==> src/rtl/vga_sync_receiver.sv <==
// VGA timing receiver: measures hsync/vsync, locks, regenerates pixel position.
// Ports: VGA_clk, reset (sync, high), VGA_hSync/VGA_vSync (active low) in;
//   xCount/yCount/displayArea, locked/lockLost, hTotal/vTotal/hSyncWidth out.
module vga_sync_receiver #(
  parameter int CW          = 11,
  parameter int H_START     = 144,
  parameter int H_ACTIVE    = 640,
  parameter int V_START     = 35,
  parameter int V_ACTIVE    = 480,
  parameter int LOCK_FRAMES = 2
) (
  input  logic          VGA_clk,
  input  logic          reset,
  input  logic          VGA_hSync,
  input  logic          VGA_vSync,
  output logic [9:0]    xCount,
  output logic [9:0]    yCount,
  output logic          displayArea,
  output logic          locked,
  output logic          lockLost,
  output logic [CW-1:0] hTotal,
  output logic [CW-1:0] vTotal,
  output logic [CW-1:0] hSyncWidth
);

  typedef enum logic [1:0] {
    SEARCH,
    VERIFY,
    LOCKED
  } state_t;

  localparam logic [CW-1:0] CNT_MAX = '1;
  localparam logic [CW-1:0] HS = CW'(H_START);
  localparam logic [CW-1:0] HE = CW'(H_START + H_ACTIVE);
  localparam logic [CW-1:0] VS = CW'(V_START);
  localparam logic [CW-1:0] VE = CW'(V_START + V_ACTIVE);

  state_t        state;
  logic          hs1, hs2, vs1, vs2;
  logic [CW-1:0] h_cnt;
  logic [CW-1:0] line_cnt;
  logic          line_bad;
  logic          first_frame;
  logic [3:0]    good;

  logic          h_start, h_end, v_start;
  logic          h_sat;
  logic [CW-1:0] h_inc;
  logic [CW-1:0] v_new;
  logic          line_mis, frame_mis, frame_good;
  logic [3:0]    good_inc;
  logic          lock_now, lose, locked_next;
  logic          in_h, in_v;

  always_comb begin
    h_start    = hs1 & ~hs2;
    h_end      = ~hs1 & hs2;
    v_start    = vs1 & ~vs2;
    h_inc      = h_cnt + 1'b1;
    h_sat      = (h_cnt == CNT_MAX);
    // frame length counts the line whose H-start coincides with V-start
    v_new      = line_cnt + {{(CW-1){1'b0}}, h_start};
    line_mis   = h_start && (h_inc != hTotal);
    frame_mis  = (v_new != vTotal);
    frame_good = !line_bad && (vTotal != '0) && !frame_mis;
    good_inc   = good + 4'd1;
    // the first frame after SEARCH only establishes the reference length
    lock_now   = (state == VERIFY) && !h_sat && v_start &&
                 !first_frame && frame_good &&
                 (good_inc >= 4'(LOCK_FRAMES));
    lose       = (state == LOCKED) &&
                 (line_mis || (v_start && frame_mis) || h_sat);
    locked_next = lock_now || ((state == LOCKED) && !lose);
    in_h       = (h_cnt >= HS) && (h_cnt < HE);
    in_v       = (line_cnt >= VS) && (line_cnt < VE);
  end

  always_ff @(posedge VGA_clk) begin
    if (reset) begin
      state       <= SEARCH;
      hs1         <= 1'b0;
      hs2         <= 1'b0;
      vs1         <= 1'b0;
      vs2         <= 1'b0;
      h_cnt       <= '0;
      line_cnt    <= '0;
      line_bad    <= 1'b0;
      first_frame <= 1'b0;
      good        <= '0;
      hTotal      <= '0;
      vTotal      <= '0;
      hSyncWidth  <= '0;
      xCount      <= '0;
      yCount      <= '0;
      displayArea <= 1'b0;
      locked      <= 1'b0;
      lockLost    <= 1'b0;
    end else begin
      hs1 <= ~VGA_hSync;
      hs2 <= hs1;
      vs1 <= ~VGA_vSync;
      vs2 <= vs1;

      if (h_start) begin
        h_cnt  <= '0;
        hTotal <= h_inc;
      end else if (!h_sat) begin
        h_cnt <= h_inc;
      end

      if (h_end) hSyncWidth <= h_inc;

      if (v_start) begin
        line_cnt <= '0;
        vTotal   <= v_new;
      end else if (h_start) begin
        line_cnt <= line_cnt + 1'b1;
      end

      if (v_start) line_bad <= 1'b0;
      else if (line_mis) line_bad <= 1'b1;

      xCount      <= h_cnt[9:0] - 10'(H_START);
      yCount      <= line_cnt[9:0] - 10'(V_START);
      displayArea <= locked_next && in_h && in_v;
      locked      <= locked_next;
      lockLost    <= lose;

      unique case (state)
        SEARCH: begin
          if (v_start) begin
            state       <= VERIFY;
            good        <= '0;
            first_frame <= 1'b1;
          end
        end
        VERIFY: begin
          if (h_sat) begin
            state <= SEARCH;
          end else if (v_start) begin
            first_frame <= 1'b0;
            if (lock_now) state <= LOCKED;
            else if (!first_frame && frame_good) good <= good_inc;
            else good <= '0;
          end
        end
        LOCKED: begin
          if (lose) state <= SEARCH;
        end
        default: state <= SEARCH;
      endcase
    end
  end

endmodule

==> config.mk <==
export PLATFORM = sky130hd
export DESIGN_NAME = vga_sync_receiver
export DESIGN_NICKNAME = d
export VERILOG_FILES = /design/src/rtl/vga_sync_receiver.sv
export SDC_FILE = /design/constraint.sdc
export NUM_CORES = 1
export LEC_CHECK = 0
export ABC_CLOCK_PERIOD_IN_PS = 3840
export BUFFER_PORTS_ARGS = -buffer_cell sky130_fd_sc_hd__buf_2
export CORE_MARGIN = 3
export CORE_UTILIZATION = 45
export CTS_CLUSTER_DIAMETER = 150
export DETAILED_ROUTE_END_ITERATION = 12
export HOLD_SLACK_MARGIN = 0.1
export PLACE_DENSITY = 0.68
export SYNTH_ARGS = -nofsm -noshare
export SYNTH_HDL_FRONTEND = slang
export SYNTH_SLANG_ARGS = --single-unit
==> constraint.sdc <==
create_clock -name VGA_clk -period 3.84 [get_ports VGA_clk]
set_input_delay 0.384 -clock VGA_clk [delete_from_list [all_inputs] [get_ports VGA_clk]]
set_output_delay 0.384 -clock VGA_clk [all_outputs]
set_load 0.005 [all_outputs]
==> Word-level counts from Yosys, hierarchy flattened <==
Cells that the tools add are included.
{ "classes": {"bitwise_logic": 8, "add_sub_neg": 6, "eq_ne": 12, "n_mux": 16, "reduce_logical": 32, "n_lt_le_gt_ge": 5} }
{ "ops": {"columns": ["cell", "n"], "rows": [
  ["$add A11 B1 Y11 const B", 2],
  ["$lt A11 B10 Y1 const B", 2],
  ["$ne A11 B11 Y1", 2],
  ["$mux W4", 5],
  ["$logic_and A1 B1 Y1", 16],
  ["$add A11 B1 Y11", 1],
  ["$eq A11 B11 Y1 const B", 1],
  ["$ge A11 B6 Y1 const B", 1],
  ["$ge A11 B8 Y1 const B", 1],
  ["$reduce_bool A11 Y1", 1],
  ["$mux W2", 5],
  ["$ne A2 B2 Y1 const B", 5],
  ["$sub A10 B6 Y10 const B", 1],
  ["$sub A10 B8 Y10 const B", 1],
  ["$pmux W4 S2", 1],
  ["$reduce_and A4 Y1", 2],
  ["$ne A3 B3 Y1 const B", 2],
  ["$pmux W2 S3", 1],
  ["$logic_not A1 Y1", 5],
  ["$not A1 Y1", 5],
  ["$reduce_and A5 Y1", 1],
  ["$add A4 B1 Y4 const B", 1],
  ["$ge A4 B2 Y1 const B", 1],
  ["$reduce_or A2 Y1", 2],
  ["8 further kinds", 14]
]} }
{ "totals": {"reg_bits": 90, "out_inout_bits": 56, "inputBits": 4, "wordCells": 97} }

==> Depth between registers and ports, before layout <==
Gate-level depths: netlist of run 1.
{ "depth": {"word_depth": 13, "depth_mapped": 12} }

==> Worst setup path before layout of run 1 <==
Ideal clock, no wire load.
{ "synth_path": {"kind": "register -> register", "startpoint": "reg hs1", "endpoint": "reg displayArea", "synth_period_minus_slack_ps": 3351, "arrival_ps": 3267, "setup_ps": 84, "stages_incl_launch_ff": 13, "required_time_ps": 3756, "slack_ps": 489, "path_buffers": 1, "cell_sequence": "dfxtp_1 or2b_1 clkinv_1 buf_1 ha_1 ha_1 nand3_2 o311a_1 a2111oi_0 o2111ai_1 or2_1 or3b_1 o31ai_2"} }
{ "synth_via": {"elab_chain_len": 12, "elab_cells_between_ends": 17} }
{ "synth_lines": {"columns": ["element", "line_no", "source"], "rows": [
  ["start: declaration", "39", "logic hs1, hs2, vs1, vs2;"],
  ["start signal: assignment", "99", "hs1 <= ~VGA_hSync;"],
  ["$and A1 B1 Y1 (*)", "56", "h_start = hs1 & ~hs2;"],
  ["net h_start", "46", "logic h_start, h_end, v_start;"],
  ["$add A11 B1 Y11", "62", "v_new = line_cnt + {{(CW-1){1'b0}}, h_start};"],
  ["$ne A11 B11 Y1", "64", "frame_mis = (v_new != vTotal);"],
  ["$logic_and A1 B1 Y1", "72", "(line_mis || (v_start && frame_mis) || h_sat);"],
  ["$logic_or A1 B1 Y1 (2 in series)", "72", null],
  ["$logic_and A1 B1 Y1", "71", "lose = (state == LOCKED) &&"],
  ["$logic_not A1 Y1", "73", "locked_next = lock_now || ((state == LOCKED) && !lose);"],
  ["$logic_and A1 B1 Y1", "73", null],
  ["$logic_or A1 B1 Y1 (*)", "73", null],
  ["$logic_and A1 B1 Y1 (*) (2 in series)", "125", "displayArea <= locked_next && in_h && in_v;"],
  ["end signal: assignment", "125", null],
  ["end: declaration", "18", "output logic displayArea,"]
]} }
Mark *: on every way through the listed nets, which the timed path passes. The rest lies on a longest branch.
A chain may end at the register's enable or synchronous reset.

==> Worst setup path after layout of run 1 <==
{ "layout_path": {"startpoint": "reg hs1", "endpoint": "reg displayArea"} }
{ "layout_via": {"elab_chain_len": 12, "elab_cells_between_ends": 17} }
{ "layout_lines": {"columns": ["element", "line_no"], "rows": [
  ["$and A1 B1 Y1 (*)", "56"],
  ["$add A11 B1 Y11", "62"],
  ["$ne A11 B11 Y1", "64"],
  ["$logic_and A1 B1 Y1", "72"],
  ["$logic_or A1 B1 Y1 (2 in series)", "72"],
  ["$logic_and A1 B1 Y1", "71"],
  ["$logic_not A1 Y1", "73"],
  ["$logic_and A1 B1 Y1", "73"],
  ["$logic_or A1 B1 Y1 (*)", "73"],
  ["$logic_and A1 B1 Y1 (*) (2 in series)", "125"]
]} }
Mark *: on every way between the ends. The rest lies on a longest branch, timed or not.

==> impl_metrics.py, run 1 <==
metrics = {
    "run_status": {
        "outcome": "completed",
    },
    "yosys": {
        "synth_area_leader_cell": "dfxtp_1",
        "syn_area_um2": 4310,
        "syn_area_per_cell_um2": 8.85,
        "synth-seq-cells": 90,
        "yosysWarningCount": 0,
        "ys.flop_type": "dfxtp_1",
        "synth-edff-count": 0,
        "seq_area_frac_synth": 0.418,
        "synth_fp_nets": 501,
        "synth_top_cell_area_share": 0.418,
        "yosys.cell_types.count": 67,
        "synth.area.top_cells": "dfxtp_1, nor2_1, xnor2_1",
        "synthArstFlopShare": 0,
        "synth_cells": 487,
    },
    "clock_network": {
        "post_cts_buffers": 0,
        "post_cts_resized": 0,
        "cts_hold_buf": 0,
        "cts_tree": "yes",
        "numClockSinks": 90,
        "clkTransAtPathRegs_ns": 0.08,
        "insertion_delay_ns": 0.36,
        "clk_root_buffer_cell": "clkbuf_8",
        "cts_max_path_buffers": 2,
        "cts_buffers": 9,
        "h-tree-depth": 3,
    },
    "die": {
        "die_x_um": 104,
        "start_util": 0.464,
        "die_h_um": 104,
        "die_area_um2": 10800,
        "ioPinCount": 60,
        "core_um2": 9280,
        "std_cell_rows": 35,
    },
    "route": {
        "via_count": 3526,
        "via_per_inst": 5.35,
        "drc": 0,
        "wirelength_um": 9720,
        "wl_per_cell_um": 14.7,
        "dr.pass1.iters": 4,
        "ant_nets": 0,
        "drtIter0Drc": 162,
    },
    "timing": {
        "rsz0062_at_grt": "false",
        "setup_tns_ns": 0,
        "period_minus_slack_ns": 3.42,
        "max-slew-margin-rel": 0.549,
        "worst_slew_pin_slew_ns": 0.667,
        "finalClockSkew_ns": 0.0117,
        "period_share": 0.891,
        "finalHoldViolCount": 0,
        "final_max_slew_viol_count": 0,
        "setup_viol": 0,
        "hold-worst-slack_ns": 0.171,
        "clock.fmax_ghz": 0.292,
    },
    "setup_path": {
        "cpPeakStageDelay_ns": 0.42,
        "critPathMaxFanout": 10,
        "cp_common_cell": "ha_1",
        "rrSetupSlack_ns": 0.42,
        "end_kind": "register",
        "crit_type": "reg2reg",
        "worstPathCellList": "or2b_1 > clkinv_1 > ha_1 > ha_1 > nand3_2 > o311a_1 > a2111oi_0 > o2111ai_1 > or2_1 > or3b_1 > o31ai_2",
        "critPathLaunchType": "register",
        "cpMaxStageDelayCell": "a2111oi_0",
        "cp.arrival_ns": 3.69,
        "required_ns": 4.11,
    },
    "global_route": {
        "gr-total-overflow": 0,
        "antenna_found_initial": 0,
        "grt_max_degree": 41,
        "grt.total_usage": 0.185,
        "grt_pass1_wl_um": 16600,
        "grt_pass1_vias": 3337,
    },
    "pwr": {
        "power.total_mw": 1.83,
        "power_density_nw_per_um2": 378,
        "irDropWorstVdd_v": 0.000226,
        "power.leakage_nw": 1.85,
    },
    "layout": {
        "antenna_cells": 0,
        "post_route_cells_drive_above_1_share": 0.168,
        "nets": 541,
        "mostFrequentLayoutCell": "dfxtp_1",
        "syn2layout_area_growth_pct": 12.4,
        "layout_common_cells": "dfxtp_1, nor2_1, buf_2",
        "utilization": 0.522,
    },
    "placement": {
        "place.gp.congestion": 0.911,
        "numPortBuffers": 59,
        "dp_hpwl_um": 7030,
    },
    "flow_run": {
        "maxCapViolCount": 0,
    },
    "min_path": {
        "hold_class": "in2reg",
    },
}
registers in the layout (all words and copies together) (netlist names):
name         flops
h_cnt           11
state            2
first_frame      1
hs1              1
vs2              1
yCount          10
hSyncWidth      11
displayArea      1
locked           1
hs2              1
line_bad         1
lockLost         1
line_cnt        11
good             4
xCount          10
vTotal          11
vs1              1
hTotal          11
cell families after synthesis:
family / share of synthesized area
AOI/OAI and AO/OA: 0.166
xor gates and xnor gates: 0.116
adders and majority gates: 0.0290
buffers and inverters: 0.0482
DFF: 0.418
muxes: 0.00726
and+or+nand+nor: 0.215
metal layers:
layer,wire [µm],vias up,track usage
met2,4170,90,0.279
met1,4940,1636,0.269
met5,0,-,0
met3,457,11,0.0292
li1,-,1789,-
met4,141,0,0.0646
worst paths after layout:
path | start | end | cells after the start
worst max-delay path | hs1 | displayArea | 11
worst min-delay path | VGA_hSync | hs1 | 2
worst max register to register | hs1 | displayArea | 11
worst min register to register | hs1 | hs2 | 1
per-stage QoR:
stage                     instances  setup WS, ns  area [µm²]
after CTS                       659         0.396        4840
after global placement          645         0.630        4640
final                           659         0.418        4840
after detailed placement        645         0.434        4640
after global routing            659         0.116        4840
after floorplan                 487         0.489        4310
cells in the mapped netlist, types with 3 or more instances:
master	count
nor4_1	5
and2_1	3
nor3_1	11
inv_1	13
nand2b_1	5
xnor3_1	3
xor2_1	12
nor2b_1	11
o21ai_1	3
o31ai_1	7
nand4_1	7
nor4b_1	3
buf_2	7
a211oi_1	29
nand3_1	11
buf_1	5
dfxtp_1	90
o21ai_0	11
ha_1	10
a21oi_1	23
or4_1	3
nand2_1	25
or3_1	9
a31oi_1	3
clkbuf_1	19
xnor2_1	32
nor2_1	75
critical path: cells and delay by family (launching register included):
family	cells	cell delay (ns)
flip-flops	1	0.34
buffers and inverters	1	0.09
AO/OA/AOI/OAI	4	1.19
AND/OR/NAND/NOR	4	1.23
adder cells (fa/ha/maj)	2	0.50
cell type report:
class / instances / area, µm²
inverters: 15 / 56.3
multi-input cells: 348 / 2300
fillers: 882 / 4440
flip-flops and latches: 90 / 1800
clock inverters: 3 / 48.8
well taps: 129 / 161
clock buffers: 11 / 151
repair buffers: 63 / 325
report_power, final:
| part | internal (mW) | total, mW | switching (mW) |
|---|---|---|---|
| Combinational | 0.0793 | 0.175 | 0.0957 |
| Clock | 0.334 | 0.659 | 0.325 |
| Sequential | 0.968 | 0.999 | 0.0310 |
No activity file was read; power rests on OpenSTA's default activity.
==> run 2, diff against run 1 <==
Settings changed: CAP_MARGIN set to 40, CELL_PAD_IN_SITES_DETAIL_PLACEMENT set to 1, CELL_PAD_IN_SITES_GLOBAL_PLACEMENT set to 1, CORE_UTILIZATION 45 to 43, PLACE_DENSITY 0.68 to 0.82.
==> impl_metrics.py, run 2 (synthesis results as in run 1) <==
metrics = {
    "pwr": {
        "p_int_mw": 1.35,
        "power_density_nw_per_um2": 380,
        "power_frac_seq": 0.544,
        "irDropWorstVdd_v": 0.000177,
        "power_switching_uw": 487,
        "power.leakage_nw": 1.85,
        "power.share.clock": 0.359,
        "combPwrFrac": 0.097,
        "p_sw_frac": 0.265,
    },
    "layout": {
        "antenna_cells": 0,
        "mostFrequentLayoutCell": "dfxtp_1",
        "post_route_cells_drive_above_1_share": 0.171,
        "nets": 541,
        "syn2layout_area_growth_pct": 12.4,
        "design_area_um2": 4840,
        "layout_common_cells": "dfxtp_1, nor2_1, buf_2",
    },
    "route": {
        "ant_nets": 0,
        "wl_per_cell_um": 17.5,
        "wirelength_um": 11500,
        "drtIter0Drc": 162,
        "via_count": 3683,
        "drc": 0,
        "dr.pass1.iters": 4,
        "via_per_inst": 5.57,
    },
    "timing": {
        "finalClockSkew_ns": 0.00884,
        "hold-worst-slack_ns": 0.175,
        "max-slew-margin-rel": 0.577,
        "fin_ws_ns": 0.391,
        "worst_slew_pin_slew_ns": 0.630,
        "final_max_slew_viol_count": 0,
        "period_share": 0.898,
        "clock.fmax_ghz": 0.290,
        "setup_tns_ns": 0,
        "finalHoldViolCount": 0,
        "period_minus_slack_ns": 3.45,
        "setup_viol": 0,
        "rsz0062_at_grt": "false",
    },
    "die": {
        "core_um2": 9500,
        "std_cell_rows": 35,
        "ioPinCount": 60,
        "die_h_um": 106,
        "start_util": 0.453,
        "die_x_um": 106,
        "die_area_um2": 11300,
    },
    "clock_network": {
        "numClockSinks": 90,
        "clk_root_buffer_cell": "clkbuf_8",
        "post_cts_resized": 0,
        "cts_hold_buf": 0,
        "cts_buffers": 9,
        "insertion_delay_ns": 0.36,
        "post_cts_buffers": 0,
        "cts_tree": "yes",
        "h-tree-depth": 3,
        "cts_max_path_buffers": 2,
        "clkTransAtPathRegs_ns": 0.09,
    },
    "global_route": {
        "grt_max_degree": 36,
        "grt_pass1_vias": 3729,
        "gr-total-overflow": 0,
        "grt.total_usage": 0.213,
        "antenna_found_initial": 0,
        "grt_pass1_wl_um": 19400,
    },
    "setup_path": {
        "required_ns": 4.12,
        "crit_type": "reg2reg",
        "cp.arrival_ns": 3.73,
        "end_kind": "register",
        "critPathMaxFanout": 10,
        "critPathLaunchType": "register",
    },
    "placement": {
        "place_area_um2": 4640,
        "numPortBuffers": 59,
        "place.gp.congestion": 0.912,
        "dp_hpwl_um": 8260,
        "place_ws_ns": 0.503,
    },
    "flow_run": {
        "maxCapViolCount": 0,
    },
    "run_status": {
        "outcome": "completed",
    },
    "min_path": {
        "hold_class": "in2reg",
    },
}
-- run 2: cell types whose count changed in the layout (fill, tap and decap cells not counted), sizes merged --
cell and delta:
clkinvlp +1, clkinv +2, clkbuf -2, inv +1
-- run 2: area by class of cell --
type,instances,area (µm²)
Clock buffer,9,124
Clock inverter,7,76.3
Fill cell,1130,4660
Inverter,15,56.3
Multi-Input combinational cell,348,2300
Sequential cell,90,1800
Tap cell,129,161
Timing Repair Buffer,63,325
-- run 2: through the flow --
stage | util | power, mW | std cells
floorplan | - | 1.13 | 487
global placement | 0.489 | 1.19 | 645
detailed placement | 0.489 | 1.20 | 645
CTS | 0.510 | 1.86 | 661
global route | 0.510 | 1.92 | 661
finish | 0.510 | 1.84 | 661
-- run 2: power groups by stage --
stage | Combinational, mW | Clock [mW] | Sequential [mW]
final | 0.179 | 0.660 | 1.00
after global routing | 0.200 | 0.714 | 1.01
after CTS | 0.180 | 0.677 | 1.00
after detailed placement | 0.177 | 0 | 1.02
after global placement | 0.171 | 0 | 1.02
after floorplan | 0.118 | 0 | 1.02
-- run 2: layer usage --
layer,vias up,share of wire,GRT usage
met5,-,0,0
met4,0,0.0097,0.0574
met3,9,0.044,0.0279
met2,95,0.46,0.336
met1,1792,0.49,0.305
li1,1787,-,-
-- run 2: path summary, 6_finish.rpt --
kind / startpoint / to / slack [ns] / cells after the start
worst min-delay path: VGA_vSync / vs1 / 0.18 / 2
worst max-delay path: hs1 / displayArea / 0.39 / 11
worst min register to register: first_frame / first_frame / 0.48 / 2
worst max register to register: hs1 / displayArea / 0.39 / 11
-- run 2: critical path: stages, from the launching register on --
cell       delay (ns)
dfxtp_1          0.36
or2b_1           0.34
clkinv_1         0.11
ha_1             0.24
ha_1             0.28
nand3_2          0.23
o311a_1          0.39
a2111oi_0        0.40
o2111ai_1        0.27
or2_1            0.28
or3b_1           0.39
o31ai_2          0.06
